File: config.mk
export PLATFORM = sky130hd
export DESIGN_NAME = keyboard_scanner
export DESIGN_NICKNAME = d
export VERILOG_FILES = /design/src/rtl/keyboard_pkg.sv /design/src/rtl/key_decoder.sv /design/src/rtl/keyboard_scanner.sv
export SDC_FILE = /design/constraint.sdc
export NUM_CORES = 1
export LEC_CHECK = 0
export ABC_AREA = 1
export ABC_CLOCK_PERIOD_IN_PS = 5400
export CORE_MARGIN = 3
export CORE_UTILIZATION = 55
export DETAILED_ROUTE_END_ITERATION = 6
export PLACE_DENSITY = 0.92
export RECOVER_POWER = 25
export SLEW_MARGIN = 30
export SYNTH_ARGS = -nofsm -noshare
export SYNTH_HDL_FRONTEND = slang
export SYNTH_HIERARCHICAL = 1
export SYNTH_SLANG_ARGS = --single-unit
File: constraint.sdc
create_clock -name clk -period 5.4 [get_ports clk]
set_clock_uncertainty 0.15 [all_clocks]
set_input_delay 0.81 -clock clk [delete_from_list [all_inputs] [get_ports clk]]
set_output_delay 0.81 -clock clk [all_outputs]
set_load 0.005 [all_outputs]
File: src/rtl/keyboard_pkg.sv
`default_nettype none
// ============================================================================
// Module      : keyboard_pkg
// Description : Shared encodings for the 4x4 keypad scanner. These are the
//               FSM states, the column drive patterns, the key codes and the
//               default debounce length.
// Revision    : 1.0 - initial release
// ============================================================================
package keyboard_pkg;

  // Scanner FSM states (3-bit encoding visible on the debug port)
  typedef enum logic [2:0] {
    S0_IDLE    = 3'd0,
    S1_SCAN0   = 3'd1,
    S2_SCAN1   = 3'd2,
    S3_SCAN2   = 3'd3,
    S4_SCAN3   = 3'd4,
    S5_PRESSED = 3'd5
  } state_t;

  // Column drive patterns (active-low)
  localparam logic [3:0] COL_IDLE  = 4'b0000;
  localparam logic [3:0] COL_SCAN0 = 4'b1110;
  localparam logic [3:0] COL_SCAN1 = 4'b1101;
  localparam logic [3:0] COL_SCAN2 = 4'b1011;
  localparam logic [3:0] COL_SCAN3 = 4'b0111;

  // Key codes: digits use their own value so they can be forwarded directly
  localparam logic [3:0] KEY_0       = 4'd0;
  localparam logic [3:0] KEY_1       = 4'd1;
  localparam logic [3:0] KEY_2       = 4'd2;
  localparam logic [3:0] KEY_3       = 4'd3;
  localparam logic [3:0] KEY_4       = 4'd4;
  localparam logic [3:0] KEY_5       = 4'd5;
  localparam logic [3:0] KEY_6       = 4'd6;
  localparam logic [3:0] KEY_7       = 4'd7;
  localparam logic [3:0] KEY_8       = 4'd8;
  localparam logic [3:0] KEY_9       = 4'd9;
  localparam logic [3:0] KEY_START   = 4'd10;
  localparam logic [3:0] KEY_CLEAR   = 4'd11;
  localparam logic [3:0] KEY_CONFIRM = 4'd12;
  localparam logic [3:0] KEY_NONE    = 4'd15;

  // Stable-press cycles before acceptance (20 ms at 1 kHz)
  localparam int DEBOUNCE_DEFAULT = 20;

  // True when the key code is a digit 0..9
  function automatic logic is_digit(input logic [3:0] code);
    return (code <= KEY_9);
  endfunction

endpackage
`default_nettype wire

File: src/rtl/key_decoder.sv
`default_nettype none
// ============================================================================
// Module      : key_decoder
// Description : Combinational map from the latched row/column codes
//               (active-low) to a key code. When several rows are low, the
//               lowest-index row wins.
// Revision    : 1.0 - initial release
// ============================================================================
module key_decoder
  import keyboard_pkg::*;
(
  input  logic [3:0] row_i,
  input  logic [3:0] col_i,
  output logic [3:0] key_o
);

  logic [1:0] w_row_idx;
  logic [1:0] w_col_idx;
  logic       w_row_any;
  logic       w_col_any;

  // Priority-encode the lowest-index low row and column
  always_comb begin
    w_row_idx = 2'd0;
    w_row_any = 1'b0;
    w_col_idx = 2'd0;
    w_col_any = 1'b0;
    // Descending scan so the lowest low index is the last one written
    for (int i = 3; i >= 0; i--) begin
      if (!row_i[i]) begin
        w_row_idx = 2'(i);
        w_row_any = 1'b1;
      end
      if (!col_i[i]) begin
        w_col_idx = 2'(i);
        w_col_any = 1'b1;
      end
    end
  end

  // Keypad layout lookup indexed by {row index, column index}
  always_comb begin
    key_o = KEY_NONE;
    if (w_row_any && w_col_any) begin
      case ({w_row_idx, w_col_idx})
        4'b11_11: key_o = KEY_1;
        4'b11_10: key_o = KEY_2;
        4'b11_01: key_o = KEY_3;
        4'b11_00: key_o = KEY_4;
        4'b10_11: key_o = KEY_5;
        4'b10_10: key_o = KEY_6;
        4'b10_01: key_o = KEY_7;
        4'b10_00: key_o = KEY_8;
        4'b01_11: key_o = KEY_9;
        4'b01_10: key_o = KEY_0;
        4'b00_11: key_o = KEY_START;
        4'b00_10: key_o = KEY_CLEAR;
        4'b00_01: key_o = KEY_CONFIRM;
        default:  key_o = KEY_NONE;
      endcase
    end
  end

endmodule
`default_nettype wire

File: src/rtl/keyboard_scanner.sv
`default_nettype none
// ============================================================================
// Module      : keyboard_scanner
// Description : 4x4 active-low keypad scanner with debounce. It emits one
//               single-cycle pulse per accepted press: a digit (press_num +
//               key_value), start, clear or confirm.
//               Define KEYBOARD_DEBUG_EN to expose current_state, next_state
//               and cnt. Otherwise those ports are tied to zero.
// Revision    : 1.0 - initial release
// ============================================================================
module keyboard_scanner
  import keyboard_pkg::*;
#(
  parameter int DEBOUNCE = DEBOUNCE_DEFAULT  // 1..63
)
(
  input  logic       clk,
  input  logic       rst_n,          // active-high despite the name
  input  logic [3:0] row,
  output logic [3:0] col,
  output logic [3:0] key_value,
  output logic       press_num,
  output logic       start,
  output logic       clear,
  output logic       confirm,
  output logic [2:0] current_state,
  output logic [2:0] next_state,
  output logic [5:0] cnt
);

  localparam logic [5:0] CNT_LAST = 6'(DEBOUNCE - 1);
  localparam logic [5:0] CNT_MAX  = 6'(DEBOUNCE);

  state_t     state_q;
  state_t     state_d;
  logic [3:0] col_q;
  logic [3:0] row_lat_q;
  logic [5:0] cnt_q;
  logic [3:0] key_value_q;
  logic       press_num_q;
  logic       start_q;
  logic       clear_q;
  logic       confirm_q;

  logic       w_row_active;
  logic       w_row_match;
  logic       w_accept;
  logic [3:0] w_key_code;

  assign w_row_active = ~&row;
  assign w_row_match  = (row == row_lat_q);
  // Acceptance fires in the last debounce cycle. The pulse register then
  // shows it DEBOUNCE cycles after S5 entry.
  assign w_accept     = (state_q == S5_PRESSED) && w_row_match && (cnt_q == CNT_LAST);

  // While in S5, col_q holds the latched column
  key_decoder u_key_decoder (
    .row_i (row_lat_q),
    .col_i (col_q),
    .key_o (w_key_code)
  );

  // Next-state selection: scan the columns, then stay in S5 while the row is stable
  always_comb begin
    state_d = state_q;
    unique case (state_q)
      S0_IDLE:    if (w_row_active) state_d = S1_SCAN0;
      S1_SCAN0:   state_d = w_row_active ? S5_PRESSED : S2_SCAN1;
      S2_SCAN1:   state_d = w_row_active ? S5_PRESSED : S3_SCAN2;
      S3_SCAN2:   state_d = w_row_active ? S5_PRESSED : S4_SCAN3;
      S4_SCAN3:   state_d = w_row_active ? S5_PRESSED : S0_IDLE;
      // Release or a change to another row code both abandon the press
      S5_PRESSED: if (!w_row_match) state_d = S0_IDLE;
      default:    state_d = S0_IDLE;
    endcase
  end

  // State register, registered column drive, debounce counter and output pulses
  always_ff @(posedge clk or posedge rst_n) begin
    if (rst_n) begin
      state_q     <= S0_IDLE;
      col_q       <= COL_IDLE;
      row_lat_q   <= 4'b1111;
      cnt_q       <= 6'd0;
      key_value_q <= 4'd0;
      press_num_q <= 1'b0;
      start_q     <= 1'b0;
      clear_q     <= 1'b0;
      confirm_q   <= 1'b0;
    end else begin
      state_q     <= state_d;
      press_num_q <= 1'b0;
      start_q     <= 1'b0;
      clear_q     <= 1'b0;
      confirm_q   <= 1'b0;

      // Column follows the upcoming state so col and state change together
      case (state_d)
        S0_IDLE:  col_q <= COL_IDLE;
        S1_SCAN0: col_q <= COL_SCAN0;
        S2_SCAN1: col_q <= COL_SCAN1;
        S3_SCAN2: col_q <= COL_SCAN2;
        S4_SCAN3: col_q <= COL_SCAN3;
        default:  col_q <= col_q;   // S5 keeps the column that found the key
      endcase

      if ((state_q != S5_PRESSED) && (state_d == S5_PRESSED)) begin
        row_lat_q <= row;
      end

      // Count stable cycles in S5 and saturate so a held key never repeats
      if ((state_q == S5_PRESSED) && (state_d == S5_PRESSED)) begin
        if (cnt_q != CNT_MAX) begin
          cnt_q <= cnt_q + 6'd1;
        end
      end else begin
        cnt_q <= 6'd0;
      end

      if (w_accept) begin
        if (is_digit(w_key_code)) begin
          press_num_q <= 1'b1;
          key_value_q <= w_key_code;
        end else begin
          case (w_key_code)
            KEY_START:   start_q   <= 1'b1;
            KEY_CLEAR:   clear_q   <= 1'b1;
            KEY_CONFIRM: confirm_q <= 1'b1;
            default:     ;            // no-op key: debounced but silent
          endcase
        end
      end
    end
  end

  assign col       = col_q;
  assign key_value = key_value_q;
  assign press_num = press_num_q;
  assign start     = start_q;
  assign clear     = clear_q;
  assign confirm   = confirm_q;

`ifdef KEYBOARD_DEBUG_EN
  assign current_state = state_q;
  assign next_state    = state_d;
  assign cnt           = cnt_q;
`else
  assign current_state = 3'd0;
  assign next_state    = 3'd0;
  assign cnt           = 6'd0;
`endif

endmodule
`default_nettype wire

==> results.yml <==
clocking:
  cts.sinks: 25
  ctsResizeCount: 0
  cts_buffers: 3
  clkSlewWorstSetupHoldPaths_ns: 0.14
  cts-root-buf: "clkbuf_4"
  cts_buffer_depth: 2
  clock_latency_ns: 0.32
  cts_tree: "built"
  postCtsSetupBuffers: 0
  h-tree-depth: 1
  hold_buffers: 0
finish:
  diodes: 0
  final_cell_mix: "nand2_1, inv_1, dfrtp_1, clkdlybuf4s50_1, nand3_1"
  area_growth_syn_to_layout_pct: 9.98
  n_fill_cell: 251
  regArea_um2: 631
  multiInputGateArea_um2: 827
  final_common_cell: "nand2_1"
  drive_above_1_share_pct: 12.7
  finalNetCount: 249
floorplan:
  ios: 30
  coreArea_mm2: 0.00283
  die_area_mm2: 0.00375
  start_util_pct: 59.4
  die_w_um: 61.3
  chipHeight_um: 61.3
  rows: 19
critical_path:
  path_max_fanout: 11
  cp-start-kind: "primary input"
  crit_path_end_kind: "flop"
  criticalPathCategory: "in -> reg"
  max_stage_delay_ns: 0.55
  crit_chain: "clkdlybuf4s50_1 > inv_1 > nand2_1 > nand2_1 > nor2_1 > nand3_2 > nand3_2 > nand3b_1 > nand2_1 > inv_1"
  cp.arrival_ns: 2.44
  crit_required_ns: 5.48
  cpMaxStageDelayCell: "clkdlybuf4s50_1"
  cpMostUsedCell: "nand2_1"
routing:
  wl_per_cell_um: 11.8
  drtAntennaViolNets: 0
  wl_um: 3160
  dr.pass1.iters: 4
  drt_iter0_drc: 71
  dr_total_vias: 1378
  drc: 0
  avgViaCountPerCell: 5.16
sta:
  final.min_clock_period_ns: 2.35
  slew-limit-headroom_pct: 39.3
  rsz0062_at_grt: "no"
  fin_crit_sh_pct: 43.6
  max_freq_mhz: 425
  setup_violations: 0
  final-hold-violation-count: 0
  drv_slew: 0
  setup-tns-final_ns: 0
  worstMarginPinSlew_ns: 0.910
  hold_ws_ns: 0.361
grt:
  grt_max_degree: 26
  antenna_found_initial: 0
  grt_pass1_vias: 1278
  grt_pass1_wl_um: 5390
  grt_overflow: 0
  grt_use_total_pct: 19.0
placed_design:
  portBuffers: 17
  gp_congestion: 0.881
  dp_hpwl_um: 2490
worst_hold_path:
  hp-class: "reg -> reg"
logic_synthesis:
  syn_area_per_cell_um2: 7.71
  yosys_warnings: 6
  ys_seq_area_share_pct: 37.5
  syn_area_mm2: 0.00168
  yosysUniqueCellTypes: 35
  ys_seq_elements: 25
  syn_inst: 218
pwr:
  leakagePower_uw: 0.000954
  power_density_mw_per_mm2: 432
  irDropWorstVdd_mv: 0.316
run:
  maxCapViolCount: 0
outcome:
  status: "finished, final reports clean"
[metal layers]
metal / track usage [%] / wire (um)
met4: 4.95 / 34
met1: 23.1 / 1400
met2: 35.2 / 1620
met3: 2.52 / 107
met5: 0 / 0
[layout make-up]
type                    count  area share [%]
flip-flops and latches     25            34.1
clock buffers               3            1.22
well taps                  31            2.10
clock inverters             1           0.406
repair buffers             17            9.21
multi-input cells         150            44.8
inverters                  40            8.19
[registers in the layout, summed over array words and instances, names as in the netlist]
name       count
key_value      4
state_q        3
confirm        1
col            4
cnt_q          6
clear          1
press_num      1
row_lat_q      4
start          1
[Yosys cell counts (all sizes together)]
cell,n,area (um^2)
a211oi,1,12.5
a21oi,7,38.8
buf,14,113
clkinv,1,5.00
conb,1,3.75
dfrtp,21,526
dfstp,4,105
ha,6,75.1
inv,39,146
nand2,59,226
nand3,19,133
nand3b,3,22.5
nand4,9,71.3
nor2,14,65.1
nor3,4,20.0
nor3b,1,7.51
nor4,2,18.8
o21a,1,7.51
o21ai,9,60.1
or2,1,6.26
xnor2,1,8.76
xor2,1,8.76
[critical path: cells and delay by family]
| family | cells | cell delay [ns] |
|---|---|---|
| buffers and inverters | 3 | 0.65 |
| and+or+nand+nor | 7 | 0.99 |
[cell families after synthesis]
kind of cell / Yosys count / share of synthesized area, %
buf+inv: 54 / 15.7
fa+ha+maj: 6 / 4.47
flops: 25 / 37.5
other cells: 1 / 0.223
xor+xnor: 2 / 1.04
compound gates: 18 / 7.07
simple gates: 112 / 34.0
[through the flow]
step,utilization [%],cells,instance area [um^2],setup slack [ns],total power (uW)
2_1_floorplan,-,229,1720,3.40,619
3_3_place_gp,64.3,263,1820,2.81,688
6_report,65.3,267,1850,3.05,799
3_5_place_dp,64.3,263,1820,2.74,707
4_1_cts,65.3,267,1850,3.06,798
5_1_grt,65.3,267,1850,2.92,871
[final timing paths]
check	start	to	slack, ns	cells past startpoint
max	row[1]	col[1]	3.05	10
min	key_value[1]	key_value[1]	0.36	2
max reg2reg	col[3]	key_value[0]	3.13	12
min reg2reg	key_value[1]	key_value[1]	0.36	2
max in group asynchronous	rst_n	col[3]	3.59	2
min in group asynchronous	rst_n	start	0.96	2
[where the power goes]
group / internal [uW] / total (uW) / switching (uW) / leakage (uW)
Clock: 28.3 / 87.1 / 58.7 / 0.0000139
Combinational: 151 / 418 / 267 / 0.000618
Sequential: 238 / 294 / 56.0 / 0.000322
Total: 418 / 799 / 381 / 0.000954
(Power assumes the default switching activity.)
==> RTL change (same settings) <==
Reset style: synchronous (`rst_n`), changed in one clocked block.
--- a/src/rtl/keyboard_scanner.sv
+++ b/src/rtl/keyboard_scanner.sv
@@ -76,7 +76,7 @@
   end
 
   // State register, registered column drive, debounce counter and output pulses
-  always_ff @(posedge clk or posedge rst_n) begin
+  always_ff @(posedge clk) begin
     if (rst_n) begin
       state_q     <= S0_IDLE;
       col_q       <= COL_IDLE;
Formal check against the unedited RTL: differs if rst_n is asserted again (counterexample within 4 cycles, from zero or initial values and one cycle with rst_n high); with rst_n held inactive, the same outputs for 10 cycles.
==> RTL change against the original RTL <==
  * Worst setup slack worse by 55 ps
  * Design area is 5.0% lower
  * Area after synthesis is 6.1% lower
  * Via count is 1.2% lower
  * Highest routed layer unchanged
  * Sequential cell count stayed put
  * Register-to-register slack better by 110 ps
  * Sequential share of layout area is 5.6 points lower
  * Core utilization is 2.5 points higher
  * Wire length is 11% lower
Power is not compared: it rests on default switching activity, and its combinational part moved more than twofold at a synthesized area within 25%.
==> RTL change: results (changes against the original RTL) <==
- Commonest register cell after synthesis: dfxtp_1
- Number of gates resized after cts: 0 (unchanged)
- Clock Tree Root: clkbuf_4
- Seq/Total Area, Yosys: 31.7% (-5.8 points)
- Outcome: completed
- Synth cell count leaders: nand2_1, inv_1, dfxtp_1
- Hold crit path type: flip-flop to flip-flop
- Number of distinct library cells after synthesis: 32 (-8.6%)
- First-pass GRT wire length: 4940 um (-8.3%)
- Static Leak: ~0.84 nW
- First-iteration detailed-routing DRC count: 64 (-9.9%)
- Async SR Flop Fraction: 0% (-100 points)
- Number of flip-flops under the largest register name: 6 (unchanged)
- Worst Path Arrival: 2490 ps (+50 ps)
- DR vias: 1361 (-1.2%)
- Final HPWL DP: 2220 um (-11%)
- Largest net degree at the start of global routing: 14 (-46%)
- Clk Latency, worst-skew pair: 300 ps (-20 ps)
- H-tree depth: 1 (unchanged)
- Worst-path maximum fanout: 7 (-4)
- CTS max path bufs: 2 (unchanged)
- Startpoint of the worst hold path: key_value[3]$_SDFFE_PP0P_
- Reg2Reg Launch Point: col[0]$_SDFFE_PP0P_
- GRT Total Usage: 17.6% (-1.4 points)
- R2R Setup Slk: 3240 ps (+110 ps)
- Share of cells above drive strength 1: 12.5% (-0.21 points)
- Drt wl/cell: 10.4 um (-12%)
- CTS buffer count: 3 (unchanged)
- Vias in the first global route: 1200 (-6.1%)
- Synth area leaders: dfxtp_1, nand2_1, inv_1
- Number of fill cells: 219 (-13%)
- Largest reg by FF count: cnt_q
- Setup TNS: 0 ps (unchanged)
- CP Launch Point: row[0]
- GP Congestion: 0.819 (-7.0%)
- GRT overflow: 0 (unchanged)
- NumNets Final: 253 (+1.6%)
[RTL change: changes by cell type after synthesis, sizes merged, moves of 3 or more]
cell	before	now
nor2	14	25
dfxtp	0	25
inv	39	34
a21oi	7	10
dfstp	4	0
o21ai	9	6
dfrtp	21	0
[RTL change: worst paths after layout]
kind / end / depth (start not counted)
max: key_value[2]$_SDFFE_PP0P_ / 10
min: key_value[3]$_SDFFE_PP0P_ / 2
max reg2reg: key_value[0]$_SDFFE_PP0P_ / 12
min reg2reg: key_value[3]$_SDFFE_PP0P_ / 2
[RTL change: area by class of cell]
cell class	instances	area (um2)	share of cell area, %
multi-input combinational	159	888	50.6
tap	30	37.5	2.14
clock buffer	4	26.3	1.50
inverter	35	133	7.56
sequential	25	500	28.5
timing repair buffer	17	170	9.69
[RTL change: cells by family after synthesis]
family,after synthesis,synth area share [%]
DFF,25,31.7
AOI/OAI and AO/OA,17,6.82
and+or+nand+nor,120,39.8
xor gates and xnor gates,4,2.22
other,1,0.238
buffers and inverters,48,14.4
adders and majority gates,6,4.76
[RTL change: power by group through the flow]
| stage | Sequential (mW) | Clock, mW | Combinational, mW |
|---|---|---|---|
| final | 0.215 | 0.0798 | 0.162 |
| after global routing | 0.217 | 0.0904 | 0.184 |
| after CTS | 0.215 | 0.0844 | 0.161 |
| after detailed placement | 0.219 | 0 | 0.159 |
| after global placement | 0.218 | 0 | 0.155 |
| after floorplan | 0.215 | 0 | 0.131 |
[RTL change: through the flow]
| stage | setup WS (ps) | instances | instance area [um2] | power [mW] | hold slack [ps] |
|---|---|---|---|---|---|
| 6_report | 2990 | 270 | 1760 | 0.456 | 312 |
| 4_1_cts | 3160 | 270 | 1760 | 0.460 | 319 |
| 5_1_grt | 2860 | 270 | 1760 | 0.492 | 328 |
| 3_5_place_dp | 2820 | 266 | 1730 | 0.378 | 298 |
| 3_3_place_gp | 2860 | 266 | 1730 | 0.374 | 286 |
| 2_1_floorplan | 3510 | 232 | 1620 | 0.346 | 292 |
[RTL change: critical path, stage by stage]
cell and delay (ps):
dlygate4sd3_1 590, inv_1 70, nand2_1 40, nand2_1 110, nor2_4 50, nand3_4 100, clkinvlp_2 300, nand4_4 190
nand2_1 60, a21oi_1 160
[RTL change: per-layer routing]
metal  track usage, %  routed length (um)
met5                0                   0
met4             5.06                  39
met3             2.18                  94
met2             29.6                1330
met1             23.5                1350
